--- src/rtl/pi_ti_shift_latch.sv ---
// Serial-to-parallel feeder for the TI data-bus tristate stage: bytes shifted in
// from the Pi land in TD or TC, and the TI read selects route one of them to the bus.
module pi_ti_shift_latch #(
  parameter int WIDTH       = 8,
  parameter int SYNC_STAGES = 2
) (
  input  logic             clk,
  input  logic             reset_n,
  input  logic             r_clk,
  input  logic             r_din,
  input  logic             r_le,
  input  logic             r_rt,
  input  logic             ti_rd_td,
  input  logic             ti_rd_tc,
  output logic             tri_t,
  output logic [WIDTH-1:0] tri_i,
  output logic [WIDTH-1:0] td_q,
  output logic [WIDTH-1:0] tc_q,
  output logic             latch_pulse,
  output logic             frame_err
);

  // The counter must be able to hold WIDTH+1, the saturation value.
  localparam int                CNT_W    = $clog2(WIDTH + 2);
  localparam logic [CNT_W-1:0] CNT_FULL = CNT_W'(WIDTH);
  localparam logic [CNT_W-1:0] CNT_SAT  = CNT_W'(WIDTH + 1);
  localparam int                TOP      = SYNC_STAGES - 1;

  // ---------------------------------------------------------------------------
  // Synchronizers for the four asynchronous Pi pins
  // ---------------------------------------------------------------------------
  logic [SYNC_STAGES-1:0] clk_sync_q;
  logic [SYNC_STAGES-1:0] din_sync_q;
  logic [SYNC_STAGES-1:0] le_sync_q;
  logic [SYNC_STAGES-1:0] rt_sync_q;

  // NOTE: sequential state is always written with <= so every flop samples the
  // pre-edge value of its neighbours; blocking '=' here would collapse the chain.
  always_ff @(posedge clk or negedge reset_n) begin
    if (!reset_n) begin
      clk_sync_q <= '0;
      din_sync_q <= '0;
      le_sync_q  <= '0;
      rt_sync_q  <= '0;
    end else begin
      clk_sync_q <= {clk_sync_q[SYNC_STAGES-2:0], r_clk};
      din_sync_q <= {din_sync_q[SYNC_STAGES-2:0], r_din};
      le_sync_q  <= {le_sync_q[SYNC_STAGES-2:0],  r_le};
      rt_sync_q  <= {rt_sync_q[SYNC_STAGES-2:0],  r_rt};
    end
  end

  // ---------------------------------------------------------------------------
  // Registered edge detection; data and target are delayed alongside so they
  // stay aligned with the strobes they qualify.
  // ---------------------------------------------------------------------------
  logic clk_prev_q, le_prev_q;
  logic clk_rise_q, le_rise_q;
  logic din_q, rt_q;

  always_ff @(posedge clk or negedge reset_n) begin
    if (!reset_n) begin
      clk_prev_q <= 1'b0;
      le_prev_q  <= 1'b0;
      clk_rise_q <= 1'b0;
      le_rise_q  <= 1'b0;
      din_q      <= 1'b0;
      rt_q       <= 1'b0;
    end else begin
      clk_prev_q <= clk_sync_q[TOP];
      le_prev_q  <= le_sync_q[TOP];
      clk_rise_q <= clk_sync_q[TOP] & ~clk_prev_q;
      le_rise_q  <= le_sync_q[TOP] & ~le_prev_q;
      din_q      <= din_sync_q[TOP];
      rt_q       <= rt_sync_q[TOP];
    end
  end

  // ---------------------------------------------------------------------------
  // Shift register, bit counter and commit into TD/TC
  // ---------------------------------------------------------------------------
  logic [WIDTH-1:0] shift_q, shift_d;
  logic [CNT_W-1:0] cnt_q, cnt_d;
  logic [WIDTH-1:0] td_d, tc_d;
  logic             pulse_d, err_d;
  logic             latch_pulse_q, frame_err_q;

  // NOTE: every always_comb output gets a default before any branch; a path that
  // leaves one unassigned would infer a latch.
  always_comb begin
    shift_d = shift_q;
    cnt_d   = cnt_q;
    td_d    = td_q;
    tc_d    = tc_q;
    pulse_d = 1'b0;
    err_d   = frame_err_q;

    // Shift first so a latch in the same cycle sees the post-shift word and count.
    if (clk_rise_q) begin
      shift_d = {shift_q[WIDTH-2:0], din_q};
      if (cnt_q != CNT_SAT) begin
        cnt_d = cnt_q + CNT_W'(1);
      end
    end

    if (le_rise_q) begin
      if (cnt_d == CNT_FULL) begin
        if (rt_q) begin
          tc_d = shift_d;
        end else begin
          td_d = shift_d;
        end
        pulse_d = 1'b1;
        err_d   = 1'b0;
      end else begin
        err_d = 1'b1;
      end
      cnt_d = '0;
    end
  end

  always_ff @(posedge clk or negedge reset_n) begin
    if (!reset_n) begin
      shift_q       <= '0;
      cnt_q         <= '0;
      td_q          <= '0;
      tc_q          <= '0;
      latch_pulse_q <= 1'b0;
      frame_err_q   <= 1'b0;
    end else begin
      shift_q       <= shift_d;
      cnt_q         <= cnt_d;
      td_q          <= td_d;
      tc_q          <= tc_d;
      latch_pulse_q <= pulse_d;
      frame_err_q   <= err_d;
    end
  end

  assign latch_pulse = latch_pulse_q;
  assign frame_err   = frame_err_q;

  // ---------------------------------------------------------------------------
  // TI read path: registered mux; both selects high is treated as no read so
  // the bus is never contended.
  // ---------------------------------------------------------------------------
  logic             tri_t_q, tri_t_d;
  logic [WIDTH-1:0] tri_i_q, tri_i_d;

  always_comb begin
    tri_t_d = 1'b0;
    tri_i_d = '0;
    if (ti_rd_td && !ti_rd_tc) begin
      tri_t_d = 1'b1;
      tri_i_d = td_q;
    end else if (ti_rd_tc && !ti_rd_td) begin
      tri_t_d = 1'b1;
      tri_i_d = tc_q;
    end
  end

  always_ff @(posedge clk or negedge reset_n) begin
    if (!reset_n) begin
      tri_t_q <= 1'b0;
      tri_i_q <= '0;
    end else begin
      tri_t_q <= tri_t_d;
      tri_i_q <= tri_i_d;
    end
  end

  assign tri_t = tri_t_q;
  assign tri_i = tri_i_q;

endmodule

--- config.mk ---
export PLATFORM = sky130hd
export DESIGN_NAME = pi_ti_shift_latch
export DESIGN_NICKNAME = d
export VERILOG_FILES = /design/src/rtl/pi_ti_shift_latch.sv
export SDC_FILE = /design/constraint.sdc
export NUM_CORES = 1
export LEC_CHECK = 0
export ABC_AREA = 1
export CORE_MARGIN = 5
export CORE_UTILIZATION = 65
export CTS_CLUSTER_SIZE = 16
export DETAILED_ROUTE_END_ITERATION = 10
export DONT_BUFFER_PORTS = 1
export PLACE_DENSITY = 0.81
export SLEW_MARGIN = 20
export SYNTH_ARGS = -nofsm -noshare
export SYNTH_HDL_FRONTEND = slang
export SYNTH_SLANG_ARGS = --single-unit
--- constraint.sdc ---
create_clock -name clk -period 2.7 [get_ports clk]
set_input_delay 0.675 -clock clk [delete_from_list [all_inputs] [get_ports clk]]
set_output_delay 0.675 -clock clk [all_outputs]
set_load 0.05 [all_outputs]
==> reports/results.ini <==
[synth]
synth_warnings=0
syn_inst=207
syn_area_sq_mm=0.00208
syn_avg_cell_area_sq_um=10.1
synth_cell_types=22
synth_area_leader_cell=dfrtp_1
synth_area_leaders=dfrtp_1 (64%), nand2_1 (12%), nand3_1 (6.7%), inv_1 (2.7%), ha_1 (2.4%)
synth_nets=219
synth_top_area_share_pct=63.7
ys_ff_latch=53
ys_seq_area_share_pct=63.7

[floorplan]
rows=20
dieWidth_um=66.6
die-area_sq_mm=0.00443
die_height_um=66.6
io_pins=35
core_area_sq_mm=0.00305
initial_core_util_pct=68.2

[layout]
diodes=0
final_util_pct=71.7
final_cell_mix=nand2_1 (65), dfrtp_1 (53), nand3_1 (28)
fin_cells=255
final_common_cell=nand2_1
synthToLayoutAreaGrowth_pct=5.17
final_net_count=222
drive_above_1_share_pct=10.4

[min_path]
hold_class=primary input to asynchronous set/reset pin

[route]
wl_mm=3.72
drt_iter0_markers=105
ant_nets=0
vias=1370
viasPerCell=5.37
routedWlPerCell_um=14.6
drcViolationCount=0
dr.pass1.iters=4

[setup_path]
r2r.worst_path.cells=9
critPathRequiredTime_ps=2970
endpoint_kind=flop
timing.rr.start=clk_rise_q
startpoint_type=flop
rr_endpoint=tc_q[7]
arrival_ps=2170
crit_fanout=23
crit_type=flop to flop
r2r_slack_ps=810

[cts]
tritoncts=done
postCtsResizedCells=0
clk_pin_slew_ps=150
cts_root_buf=clkbuf_4
clockBufferDepth=2
numCtsBuffers=5
insertion_delay_ps=370
clock_sink_count=53
cts_max_level=2

[timing]
finalHoldViolCount=0
tns_ps=0
finalClockSkew_ps=8.19
relSlewSlack_pct=55.1
rsz0062_at_grt=false
drv_slew=0
setup_violations=0
tightest_slew_ps=673
period_share_pct=70.2
post-route-min-period_ps=1890
fmax_mhz=528

[place]
port_buffers=0
hpwl_mm=2.66
place_congestion=0.774
dp_cells=246

[global_routing]
grt_remaining_overflow=0
track_usage_pct=19.2
grt_pass1_vias=1330
antenna_found_initial=0
grt_pass1_wl_mm=6.29
grt_max_degree=54

[power_and_ir_drop]
leakagePower_nw=1.15
cellPowerDensity_mw_per_mm2=627
ir_worst_vdd_mv=0.562

[outcome]
status=complete, no violations

[job]
maxCapViolCount=0

==> cell usage after synthesis <==
library cell	number
inv_1	15
nand3_1	28
nand2_1	65
inv_2	1
nor3_1	1
clkinv_1	1
nor2_1	13
nand3_2	5
a21oi_1	4
nor2_8	1
clkbuf_1	1
o21ai_1	2
buf_1	1
nand2_4	1
nand2_2	3
o21ai_0	2
dfrtp_1	53
buf_2	1
mux2_2	2
ha_1	4
nand4_1	1
buf_6	2
==> layout make-up <==
| type | instances | area, sq um |
|---|---|---|
| sequential | 53 | 1330 |
| fill | 233 | 863 |
| multi-input combinational | 132 | 657 |
| inverter | 17 | 63.8 |
| tap | 44 | 55.1 |
| clock buffer | 5 | 37.5 |
| timing repair buffer | 1 | 27.5 |
| clock inverter | 3 | 22.5 |
==> sequential cells by signal, indices dropped and copies added, names as in the netlist, 2 cells and up <==
register and cells:
tc_q 8, clk_sync_q 2, cnt_q 4, td_q 8, rt_sync_q 2, le_sync_q 2, din_sync_q 2, tri_i 8
shift_q 8
==> cell families (layout without fill, tap and decap cells) <==
group,count (synthesis),count (layout),synth area share [%]
AOI/OAI and AO/OA,8,8,1.92
adders and majority gates,4,4,2.40
buffers and inverters,22,26,4.75
DFF,53,53,63.7
muxes,2,2,1.08
and+or+nand+nor,118,118,26.1
==> critical path, stage by stage (launching register included) <==
cell	delay, ps
dfrtp_1	800
nand2_1	150
nor2_1	130
nand2_1	100
nand2_2	90
nand2_4	70
inv_2	70
nand3_2	180
nand2_1	130
nand2_1	70
==> timing repair <==
item / 4_1_cts / 5_1_grt
buffers inserted: 0 / 0
hold buffers: 1 / 0
hold endpoints to repair: 53 / 0
==> power breakdown <==
group	internal [W]	switching, W	total, W
logic	0.0000399	0.0000929	0.000133
clock network	0.000101	0.000242	0.000342
registers	0.000840	0.0000575	0.000897
==> routing by layer <==
metal  wire length [um]  vias to the layer above  GRT usage (%)
met4                111                        0           7.61
met3                305                       11           6.07
li1                   -                      661              -
met2               1750                       55           29.0
met1               1550                      643           25.9
met5                  0                        -              0
==> stage by stage <==
step                      power (W)  instance area [sq um]  setup WS [ps]  hold slack (ps)
after floorplan            0.000995                   2080           1210              331
after global placement      0.00102                   2100            963              332
after detailed placement    0.00103                   2100            861              335
after CTS                   0.00139                   2190            844              127
after global routing        0.00144                   2190            617              130
final                       0.00137                   2190            806              122
==> how the worst max path moves through the flow <==
stage               start  endpoint  cells past startpoint
2_1_floorplan    cnt_q[1]   td_q[4]                     11
3_3_place_gp   clk_rise_q   tc_q[7]                      9
3_5_place_dp   clk_rise_q   tc_q[7]                      9
4_1_cts        clk_rise_q   tc_q[7]                      9
5_1_grt        clk_rise_q   tc_q[7]                      9
6_report       clk_rise_q   tc_q[7]                      9
Power figures use the tool's default switching activity.
==> RTL change, RTL diff (config.mk and constraints unchanged) <==
Register the output `frame_err` once more, cleared by the reset; this adds one clock of latency there. The other outputs are not delayed to match.
--- a/src/rtl/pi_ti_shift_latch.sv
+++ b/src/rtl/pi_ti_shift_latch.sv
@@ -140,3 +140,9 @@
   assign latch_pulse = latch_pulse_q;
-  assign frame_err   = frame_err_q;
+  always_ff @(posedge clk or negedge reset_n) begin
+    if (!reset_n) begin
+      frame_err <= '0;
+    end else begin
+      frame_err <= frame_err_q;
+    end
+  end
 
Behaviour: not the same (a bounded check fails within 10 cycles, from zero or initial values and one cycle with reset_n low).
==> RTL change against the unedited design <==
- synthesized cell count decreased by 1.9%
- non-clock buffer count unchanged
- die area decreased by 2.1%
- worst setup slack improved by 0.0083 ns
- sequential cell count increased by 1
- routed wire length decreased by 3.8%
- final cell count decreased by 1.2%
- area after synthesis decreased by 2.5%
- power increased by 13%
- maximum frequency increased by 0.44%
- cell area increased by 0.40%
- hold slack improved by 0.0099 ns
- critical endpoint is now td_q[1]
- largest cell class unchanged
==> RTL change: results (changes against the unedited design) <==
outcome=completed (unchanged); Routed WL=3.580 mm (was 3.721 mm); postcts setup bufs=0 (unchanged); critical path fanouts, max=18 (was 23); syn avg cell area=10.00 um2 (was 10.06 um2); Synth async-reset ratio=100.0% (unchanged); Synth top cells by count=nand2_1 (73), dfrtp_1 (54), nand3_1 (28) (was nand2_1 (65), dfrtp_1 (53), nand3_1 (28)); CTS max path bufs=2 (unchanged); routing usage on met2=28.41% (was 28.96%); DRT iter0 DRCs=136 (was 105); first-pass GRT wire length=6.313 mm (was 6.292 mm); syn_nets=215 (was 219); RD Place Congestion=0.8266 (was 0.7740); startpoint types=register (unchanged); layout cells sized above 1=7.212% (was 10.43%); HPWL Detailed=2.548 mm (was 2.660 mm); diode count=0 (unchanged); CTS clk-pin slew, worst paths=0.14 ns; ys flop type=dfrtp_1 (unchanged); initial antenna violation count=0 (unchanged); worst vdd ir=0.5060 mV (was 0.5622 mV); largest net degree at the start of global routing=55 (was 54); max_slew headroom=60.23% (was 55.13%); r2r endpoint=td_q[1] (was tc_q[7]); Distinct cells, synth=17 (was 22); vias post-DR=1374 (was 1370); largest cells by area after synthesis=dfrtp_1 (67%), nand2_1 (13%), nand3_1 (6.9%), inv_1 (2.6%), ha_1 (2.5%) (was dfrtp_1 (64%), nand2_1 (12%), nand3_1 (6.7%), inv_1 (2.7%), ha_1 (2.4%)); met1 usage=25.78% (was 25.85%); R2R Setup Slk=0.81 ns; CTS root buf=clkbuf_4 (unchanged); met3 usage=8.333% (was 6.071%); H-tree levels=2 (unchanged); clk_skew=0.01466 ns (was 0.008189 ns); Worst Path Arrival=2.15 ns (was 2.17 ns); P_leak=1.173 nW (was 1.149 nW); post-route setup TNS=0 ns (unchanged); cts bufs inserted=5 (unchanged); Ys Warns=0 (unchanged); post_cts resized=0 (unchanged); Placed Instances=243 (was 246); DR vias/cell=5.452 (was 5.373); overall global routing resource usage=19.37% (was 19.20%); DP Area=0.002059 mm2 (was 0.002102 mm2); post-synthesis sequential area ratio=66.54% (was 63.70%); Worst-Skew Late Latency=0.37 ns (about the same)
[RTL change: logic make-up (layout without fill, tap and decap cells)]
group	after synthesis	count (layout)	share of synthesized area, %
AO/OA/AOI/OAI	9	9	2.218
adder cells (fa/ha/maj)	4	4	2.465
flip-flops	54	54	66.54
buffers and inverters	20	25	4.251
AND/OR/NAND/NOR	116	116	24.52
[RTL change: worst max-delay path, stage by stage (launching register included)]
cell	delay [ns]
dfrtp_1	0.64
nand2_1	0.14
nor2_1	0.12
nand2_1	0.08
nand2_1	0.09
nand2_2	0.10
nor2_8	0.25
nand2_2	0.18
nand2_1	0.13
nand2_1	0.06
[RTL change: timing repair]
action	in CTS	in global routing
hold endpoints to repair	54	0
hold buffers	1	0
setup endpoints to repair	0	0
[RTL change: metal layers]
metal,part of all wire (%),wire length (um)
met1,41,1458
met2,48,1715
met3,10,364
met4,1.2,42
met5,0,0
[RTL change: how the worst min path moves through the flow]
stage,start,to,slack (ns),cells after the start
floorplan,clk_sync_q[0],clk_sync_q[1],0.33,0
global route,reset_n,le_prev_q,0.13,1
CTS,reset_n,tri_i[5],0.13,1
global placement,le_sync_q[0],le_sync_q[1],0.33,0
finish,reset_n,cnt_q[1],0.13,1
detailed placement,din_sync_q[0],din_sync_q[1],0.34,0
[RTL change: power breakdown]
part / internal [mW] / total [mW] / switching (mW)
clock: 0.314 / 0.552 / 0.238
sequential: 0.850 / 0.890 / 0.0396
combinational: 0.0285 / 0.105 / 0.0765
total: 1.19 / 1.55 / 0.354
[RTL change: per-stage QoR]
stage	setup WS, ns	power [mW]
after floorplan	1.184	0.9657
after global placement	0.9703	0.9835
after detailed placement	0.8584	0.9917
after CTS	0.8181	1.560
after global routing	0.6284	1.614
final	0.8143	1.547
[RTL change: cell type report]
| class | count | area [um2] |
|---|---|---|
| Sequential cell | 54 | 1351 |
| Tap cell | 44 | 55.05 |
| Inverter | 16 | 60.06 |
| Clock buffer | 6 | 51.30 |
| Fill cell | 210 | 829.5 |
| Timing Repair Buffer | 1 | 27.53 |
| Clock inverter | 2 | 60.06 |
| Multi-Input combinational cell | 129 | 593.1 |
